===== config.mk =====
export PLATFORM = sky130hd
export DESIGN_NAME = sobel_stream_filter
export DESIGN_NICKNAME = d
export VERILOG_FILES = /design/src/rtl/sobel_stream_filter.sv
export SDC_FILE = /design/constraint.sdc
export NUM_CORES = 2
export LEC_CHECK = 0
export CORE_MARGIN = 2
export CORE_UTILIZATION = 52
export CTS_BUF_LIST = sky130_fd_sc_hd__clkbuf_8 sky130_fd_sc_hd__clkbuf_16
export CTS_CLUSTER_DIAMETER = 80
export CTS_CLUSTER_SIZE = 40
export DETAILED_ROUTE_END_ITERATION = 8
export PLACE_DENSITY = 0.78
export SYNTH_ARGS = -nofsm -noshare
export SYNTH_HDL_FRONTEND = slang
export SYNTH_SLANG_ARGS = --single-unit

===== constraint.sdc =====
create_clock -name clk -period 15.1 [get_ports clk]
set_input_delay 3.02 -clock clk [delete_from_list [all_inputs] [get_ports clk]]
set_output_delay 3.02 -clock clk [all_outputs]
set_load 0.005 [all_outputs]

===== src/rtl/sobel_stream_filter.sv =====
// Streaming 3x3 Sobel edge detector: takes a (width, height) header then row-major
// pixels, and emits one saturated |Gx|+|Gy| byte per interior pixel.
module sobel_stream_filter #(
  parameter int unsigned MAX_WIDTH = 256
) (
  input  logic       clk,
  input  logic       rst,
  input  logic [7:0] data_in,
  input  logic       valid_in,
  output logic       ready_out,
  output logic [7:0] data_out,
  output logic       valid_out,
  input  logic       ready_in
);

  localparam int unsigned AW = (MAX_WIDTH > 1) ? $clog2(MAX_WIDTH) : 1;
  localparam int unsigned GW = 12;

  typedef enum logic [1:0] {GET_W, GET_H, PIXELS} state_t;

  state_t      state, state_next;
  logic [7:0]  width, width_next, height, height_next;
  logic [7:0]  row, row_next, col, col_next;
  logic        accept_c, produce_c;

  logic [7:0]  lb1 [MAX_WIDTH];
  logic [7:0]  lb2 [MAX_WIDTH];
  logic [AW-1:0] idx;
  logic [7:0]  top, mid;
  logic [7:0]  w0a, w0b, w1a, w1b, w2a, w2b;

  logic [GW-1:0]        gx_pos, gx_neg, gy_pos, gy_neg, ax, ay, mag;
  logic signed [GW-1:0] gx, gy;
  logic [7:0]           sat;

  assign ready_out = !rst && !(valid_out && !ready_in);
  assign accept_c  = valid_in && ready_out;
  assign produce_c = accept_c && (state == PIXELS) && (row >= 8'd2) && (col >= 8'd2);

  assign idx = AW'(col);
  assign top = lb2[idx];
  assign mid = lb1[idx];

  // Header capture and frame position tracking
  always_comb begin
    state_next  = state;
    width_next  = width;
    height_next = height;
    row_next    = row;
    col_next    = col;
    if (accept_c) begin
      case (state)
        GET_W: begin
          width_next = data_in;
          state_next = GET_H;
        end
        GET_H: begin
          height_next = data_in;
          row_next    = 8'd0;
          col_next    = 8'd0;
          state_next  = (width == 8'd0 || data_in == 8'd0) ? GET_W : PIXELS;
        end
        PIXELS: begin
          if (col == width - 8'd1) begin
            col_next = 8'd0;
            if (row == height - 8'd1) begin
              row_next   = 8'd0;
              state_next = GET_W;
            end else begin
              row_next = row + 8'd1;
            end
          end else begin
            col_next = col + 8'd1;
          end
        end
        default: state_next = GET_W;
      endcase
    end
  end

  always_ff @(posedge clk) begin
    if (rst) begin
      state  <= GET_W;
      width  <= 8'd0;
      height <= 8'd0;
      row    <= 8'd0;
      col    <= 8'd0;
    end else begin
      state  <= state_next;
      width  <= width_next;
      height <= height_next;
      row    <= row_next;
      col    <= col_next;
    end
  end

  // Line buffers and the two trailing window columns; contents need no reset
  always_ff @(posedge clk) begin
    if (accept_c && state == PIXELS) begin
      lb2[idx] <= mid;
      lb1[idx] <= data_in;
      w0a <= (col == 8'd0) ? 8'd0 : w0b;
      w1a <= (col == 8'd0) ? 8'd0 : w1b;
      w2a <= (col == 8'd0) ? 8'd0 : w2b;
      w0b <= top;
      w1b <= mid;
      w2b <= data_in;
    end
  end

  // Window columns: a = c-2, b = c-1, live column = c (top, mid, data_in)
  always_comb begin
    gx_pos = GW'(top) + (GW'(mid) << 1) + GW'(data_in);
    gx_neg = GW'(w0a) + (GW'(w1a) << 1) + GW'(w2a);
    gy_pos = GW'(w2a) + (GW'(w2b) << 1) + GW'(data_in);
    gy_neg = GW'(w0a) + (GW'(w0b) << 1) + GW'(top);
    gx     = signed'(gx_pos - gx_neg);
    gy     = signed'(gy_pos - gy_neg);
    ax     = gx[GW-1] ? GW'(-gx) : GW'(gx);
    ay     = gy[GW-1] ? GW'(-gy) : GW'(gy);
    mag    = ax + ay;
    sat    = (mag > GW'(255)) ? 8'hFF : mag[7:0];
  end

  always_ff @(posedge clk) begin
    if (rst) begin
      valid_out <= 1'b0;
      data_out  <= 8'd0;
    end else if (produce_c) begin
      valid_out <= 1'b1;
      data_out  <= sat;
    end else if (ready_in) begin
      valid_out <= 1'b0;
    end
  end

endmodule


; Yosys cells after proc, flatten, opt, wreduce, memory -nomap -nowiden
; Memories as Yosys holds them, arrays and structs flattened. A register that Yosys moved wholly into a read port is not among the register bits.
; Index checks and enable logic that the tools add are counted.
[totals]
reg_bits = 91
latchBits = 0
ramBits = 4096
rom_bits = 0
inputBits = 12
output_inout_bits = 10
wordCells = 82
n_memories = 2
[classes]
add_sub_neg = 17
multipliers = 0
div_mod_pow = 0
magnitude_cmp = 3
n_eq_ne = 6
shift = 0
n_mux = 20
bitwise = 0
n_reduce_logical = 21
[mem_list]
columns = memory, words, width, rd, rd_clocked_by_memory_dff, wr, line_no
row1 = lb1, 256, 8, 1, 1, 1, 26  ; logic [7:0] lb1 [MAX_WIDTH];
row2 = lb2, 256, 8, 1, 1, 1, 27  ; logic [7:0] lb2 [MAX_WIDTH];
[ops]
columns = cell, n
row1 = 8-bit two-way mux, 8
row2 = 10-bit by 8-bit adder with 11-bit output, 4
row3 = 8-bit by 9-bit adder with 10-bit output, 4
row4 = 8-bit case mux with 2 select lines, 2
row5 = 8-bit logical NOT, 3
row6 = 12-bit two-way mux, 2
row7 = 12-bit negator, 2
row8 = 11-bit by 11-bit subtractor with 12-bit output, 2
row9 = 8-bit by 1-bit adder with 8-bit output (second input constant), 2
row10 = 8-bit == test, 2
row11 = 8-bit by 2-bit >= comparator with 1-bit output (second input constant), 2
row12 = 8-bit by 1-bit subtractor with 8-bit output (second input constant), 2
row13 = 12-bit adder, 1
row14 = 12-bit by 8-bit > comparator with 1-bit output (second input constant), 1
row15 = 1-bit logical AND, 6
row16 = 2-bit two-way mux, 3
row17 = 2-bit case mux with 3 select lines, 1
row18 = 2-bit AND reduction, 3
row19 = 3-bit AND reduction, 2
row20 = 1-bit two-way mux, 4
row21 = 2-bit inequality test (second input constant), 2
row22 = 2-bit nonzero test, 2
row23 = 1-bit logical NOT, 3
row24 = 2-bit by 1-bit == test with 1-bit output (second input constant), 1
row25 = other kinds (3), 3

; Depth between registers and ports, before layout
[depth]
word_depth = 9
depth_mapped = 35
depth_no_buf = 28

; Least setup slack after synthesis
; No wires, ideal clock.
[synth_timing]
path_type = reg2reg
start = register (tool-made name)
end = register data_out[0]
setup_time_ns = 0.142
arrival_time_ns = 14.712
required_ns = 14.958
path_slack_ns = 0.245
path_stages_with_launch = 33
n_path_buf = 5
period_less_slack_ns = 14.855
cell_sequence = dfxtp_1 > buf_2 > buf_4 > clkbuf_1 > clkbuf_1 > mux4_2 > mux2i_1 > a22oi_1 > nand4_1 > a211o_1 > a21oi_1 > fa_1 > inv_1 > fa_1 > inv_1 > fa_1 > fa_1 > a211oi_1 > o21ai_0 > a21o_1 > a21oi_1 > o21a_1 > clkbuf_1 > nand2b_1 > xnor2_1 > ha_1 > nor2b_1 > o21ai_0 > a21oi_1 > or2_2 > nand4_1 > a211oi_1 > a21oi_1
[synth_lines]
columns = element, line_no
row1 = to (signal assigned), 131  ; data_out <= sat;
row2 = to (decl), 11  ; output logic [7:0] data_out,

==> results.py <==
metrics = {
    "outcome": {
        "outcome": "finished, final reports clean",
    },
    "sta": {
        "setup_tns_ns": 0,
        "max_freq_mhz": 91.1,
        "postLayoutSetupSlackWorst_ns": 4.12,
        "hold_violations": 0,
        "rsz0062_at_grt": "false",
        "max_slew_margin_pct": 11.2,
        "setup_violations": 0,
        "maxSlewViolCount": 0,
        "worstMarginPinSlew_ns": 1.33,
        "clock_skew_ns": 0.121,
        "period_minus_slack_ns": 10.98,
        "period_share_pct": 72.7,
    },
    "setup_path": {
        "cp-end-kind": "flip-flop",
        "worstPathRequired_ns": 15.87,
        "ff2ff_setup_slack_ns": 4.12,
        "slowest_delay_ns": 1.03,
        "crit_slowest_cell": "dfxtp_4",
        "critPathCapture": "data_out[0]",
        "path_max_fanout": 94,
        "r2r-end": "data_out[0]",
        "worstRegToRegCells": 28,
        "cp.arrival_ns": 11.75,
        "crit_type": "reg -> reg",
        "critPathLaunchType": "flip-flop",
    },
    "global_routing": {
        "first_global_vias": 77241,
        "grt_max_degree": 192,
        "grt_use_total_pct": 24.8,
        "antenna_found_initial": 19,
        "overflow": 0,
        "grt_first_pass_wirelength_um": 572000,
    },
    "cts": {
        "htreeDepth": 4,
        "clk_pin_slew_worst_paths_ns": 0.13,
        "root_buffer": "clkbuf_16",
        "cts.path.max_buffers": 4,
        "ctsResizeCount": 0,
        "cts_buffers": 156,
        "clkLatencyLatePin_ns": 0.94,
        "hold_buffers": 0,
        "cts_num_sinks": 4195,
        "cts_setup_buffers": 0,
        "tritoncts": "done",
    },
    "yosys": {
        "synth_nets": 7466,
        "yosys.area.top_type_share_pct": 75.7,
        "yosys_warnings": 0,
        "avgSynthCellArea_um2": 22.4,
        "synth_edf_count": 4144,
        "yosysTopAreaCell": "edfxtp_1",
        "synth.yosys.seq_area_share_pct": 76.3,
        "synth_cell_types": 72,
        "synth_cells": 7343,
        "ys_seq_elements": 4195,
        "synthTopCellsByArea": "edfxtp_1, mux4_2, mux2i_1",
        "ys_async_sr_fraction_pct": 0,
        "ys.flop_type": "edfxtp_1",
        "yosys-top-cells-count": "edfxtp_1, mux4_2, nor2_1, mux2i_1, clkbuf_1",
        "syn_area_mm2": 0.164,
        "synth.most_common_cell": "edfxtp_1",
    },
    "routing": {
        "met3WireLength_um": 49000,
        "dr_total_vias": 78598,
        "route.met2.wl_um": 191000,
        "drt-met1-wl_um": 142000,
        "wire_per_inst_um": 34.1,
        "first_iter_violations": 13270,
        "ant_nets": 0,
        "routed.top_layer": "met5",
        "wirelength_um": 401000,
        "remaining_drc_errors": 0,
        "routed_via_density": 6.68,
        "first_pass_iters": 7,
    },
    "floorplanning": {
        "fp-row-count": 206,
        "die_h_um": 566,
        "start_util_pct": 52.2,
        "num_io_pins": 22,
        "die-area_mm2": 0.321,
        "die_w_um": 566,
        "core_region_area_mm2": 0.315,
    },
    "final_layout": {
        "nets": 7631,
        "area.growth.synth_to_final_pct": 7.49,
        "final_area_mm2": 0.177,
        "post_route_cells_drive_above_1_share_pct": 24.4,
        "reg_top3": "lb1 x2048, lb2 x2048",
    },
    "placement": {
        "place_area_mm2": 0.171,
        "gp_congestion": 0.901,
        "place_hpwl_um": 239000,
        "port_buffers": 21,
        "dp_slack_ns": 4.29,
    },
    "pwr": {
        "p_per_area_mw_per_mm2": 109,
        "p_leak_nw": 51.5,
        "ir_drop_mv": 0.101,
        "power_mw": 19.2,
    },
    "job": {
        "maxCapViolations": 0,
    },
    "min_path": {
        "min_path_type": "reg -> reg",
    },
}
-- layout by cell type (no fill, tap or decap), types with 24 or more instances in the layout --
cell,count
o21ai_0,30
fa_1,63
a21oi_1,48
mux4_2,1123
xor2_1,24
nand3_1,81
xnor2_1,29
ha_1,48
clkbuf_16,158
nand4_1,40
nand2_1,83
inv_1,119
and2_1,28
dfxtp_1,45
nor2_1,266
o22ai_1,31
edfxtp_1,4144
nand2b_1,25
nor2_2,60
buf_4,346
a22oi_1,128
mux2i_1,322
a211oi_1,36
-- cell type report --
| cell class | count | area (µm²) |
|---|---|---|
| Inverter | 119 | 469 |
| Timing Repair Buffer | 387 | 3250 |
| Clock buffer | 158 | 3950 |
| Antenna cell | 8 | 20.0 |
| Clock inverter | 94 | 1430 |
| Tap cell | 4160 | 5200 |
| Fill cell | 21919 | 138000 |
| Multi-Input combinational cell | 2649 | 36800 |
| Sequential cell | 4195 | 125000 |
-- through the flow --
step / utilization [%] / hold slack, ns / instances
final: 56.1 / 0.484 / 11770
after global routing: 56.1 / 0.521 / 11768
after CTS: 56.1 / 0.485 / 11762
after detailed placement: 54.4 / 0.468 / 11510
after global placement: 54.4 / 0.463 / 11509
after floorplan: - / 0.448 / 7343
-- per-layer routing --
layer	global-route usage, %	vias to the layer above
met3	5.05	783
met1	34.5	41535
met4	9.91	12
met5	0.446	-
li1	-	30886
met2	39.1	5382
-- cells by family after synthesis --
logic type	after synthesis	share of synthesized area (%)
AO/OA/AOI/OAI	360	1.53
XOR/XNOR	53	0.282
adder cells (fa/ha/maj)	111	1.13
buffers and inverters	499	1.39
flip-flops	4195	76.3
multiplexers	1447	17.4
AND/OR/NAND/NOR	678	1.94
-- worst max-delay path: cells and delay by family (launching register included) --
kind / cells / cell delay (ns)
AOI/OAI and AO/OA: 10 / 3.11
and+or+nand+nor: 7 / 2.13
xor gates and xnor gates: 1 / 0.15
muxes: 2 / 0.49
adders and majority gates: 5 / 2.34
buffers and inverters: 3 / 1.38
DFF: 1 / 1.03
-- power by group --
part	switching [mW]	total (mW)	leakage, nW	internal, mW
Sequential	0.00691	12.7	37.6	12.7
Clock	3.60	5.80	2.60	2.20
Combinational	0.439	0.670	11.3	0.232
-- worst min path at each step --
stage | to | cells past startpoint | slack [ns] | start
2_1_floorplan | height[7] | 2 | 0.45 | height[7]
3_3_place_gp | height[7] | 2 | 0.46 | height[7]
3_5_place_dp | height[7] | 2 | 0.47 | height[7]
4_1_cts | height[7] | 2 | 0.49 | height[7]
5_1_grt | height[7] | 2 | 0.52 | height[7]
6_report | height[7] | 2 | 0.48 | height[7]
Note: power is estimated with default switching activity, not from simulation.
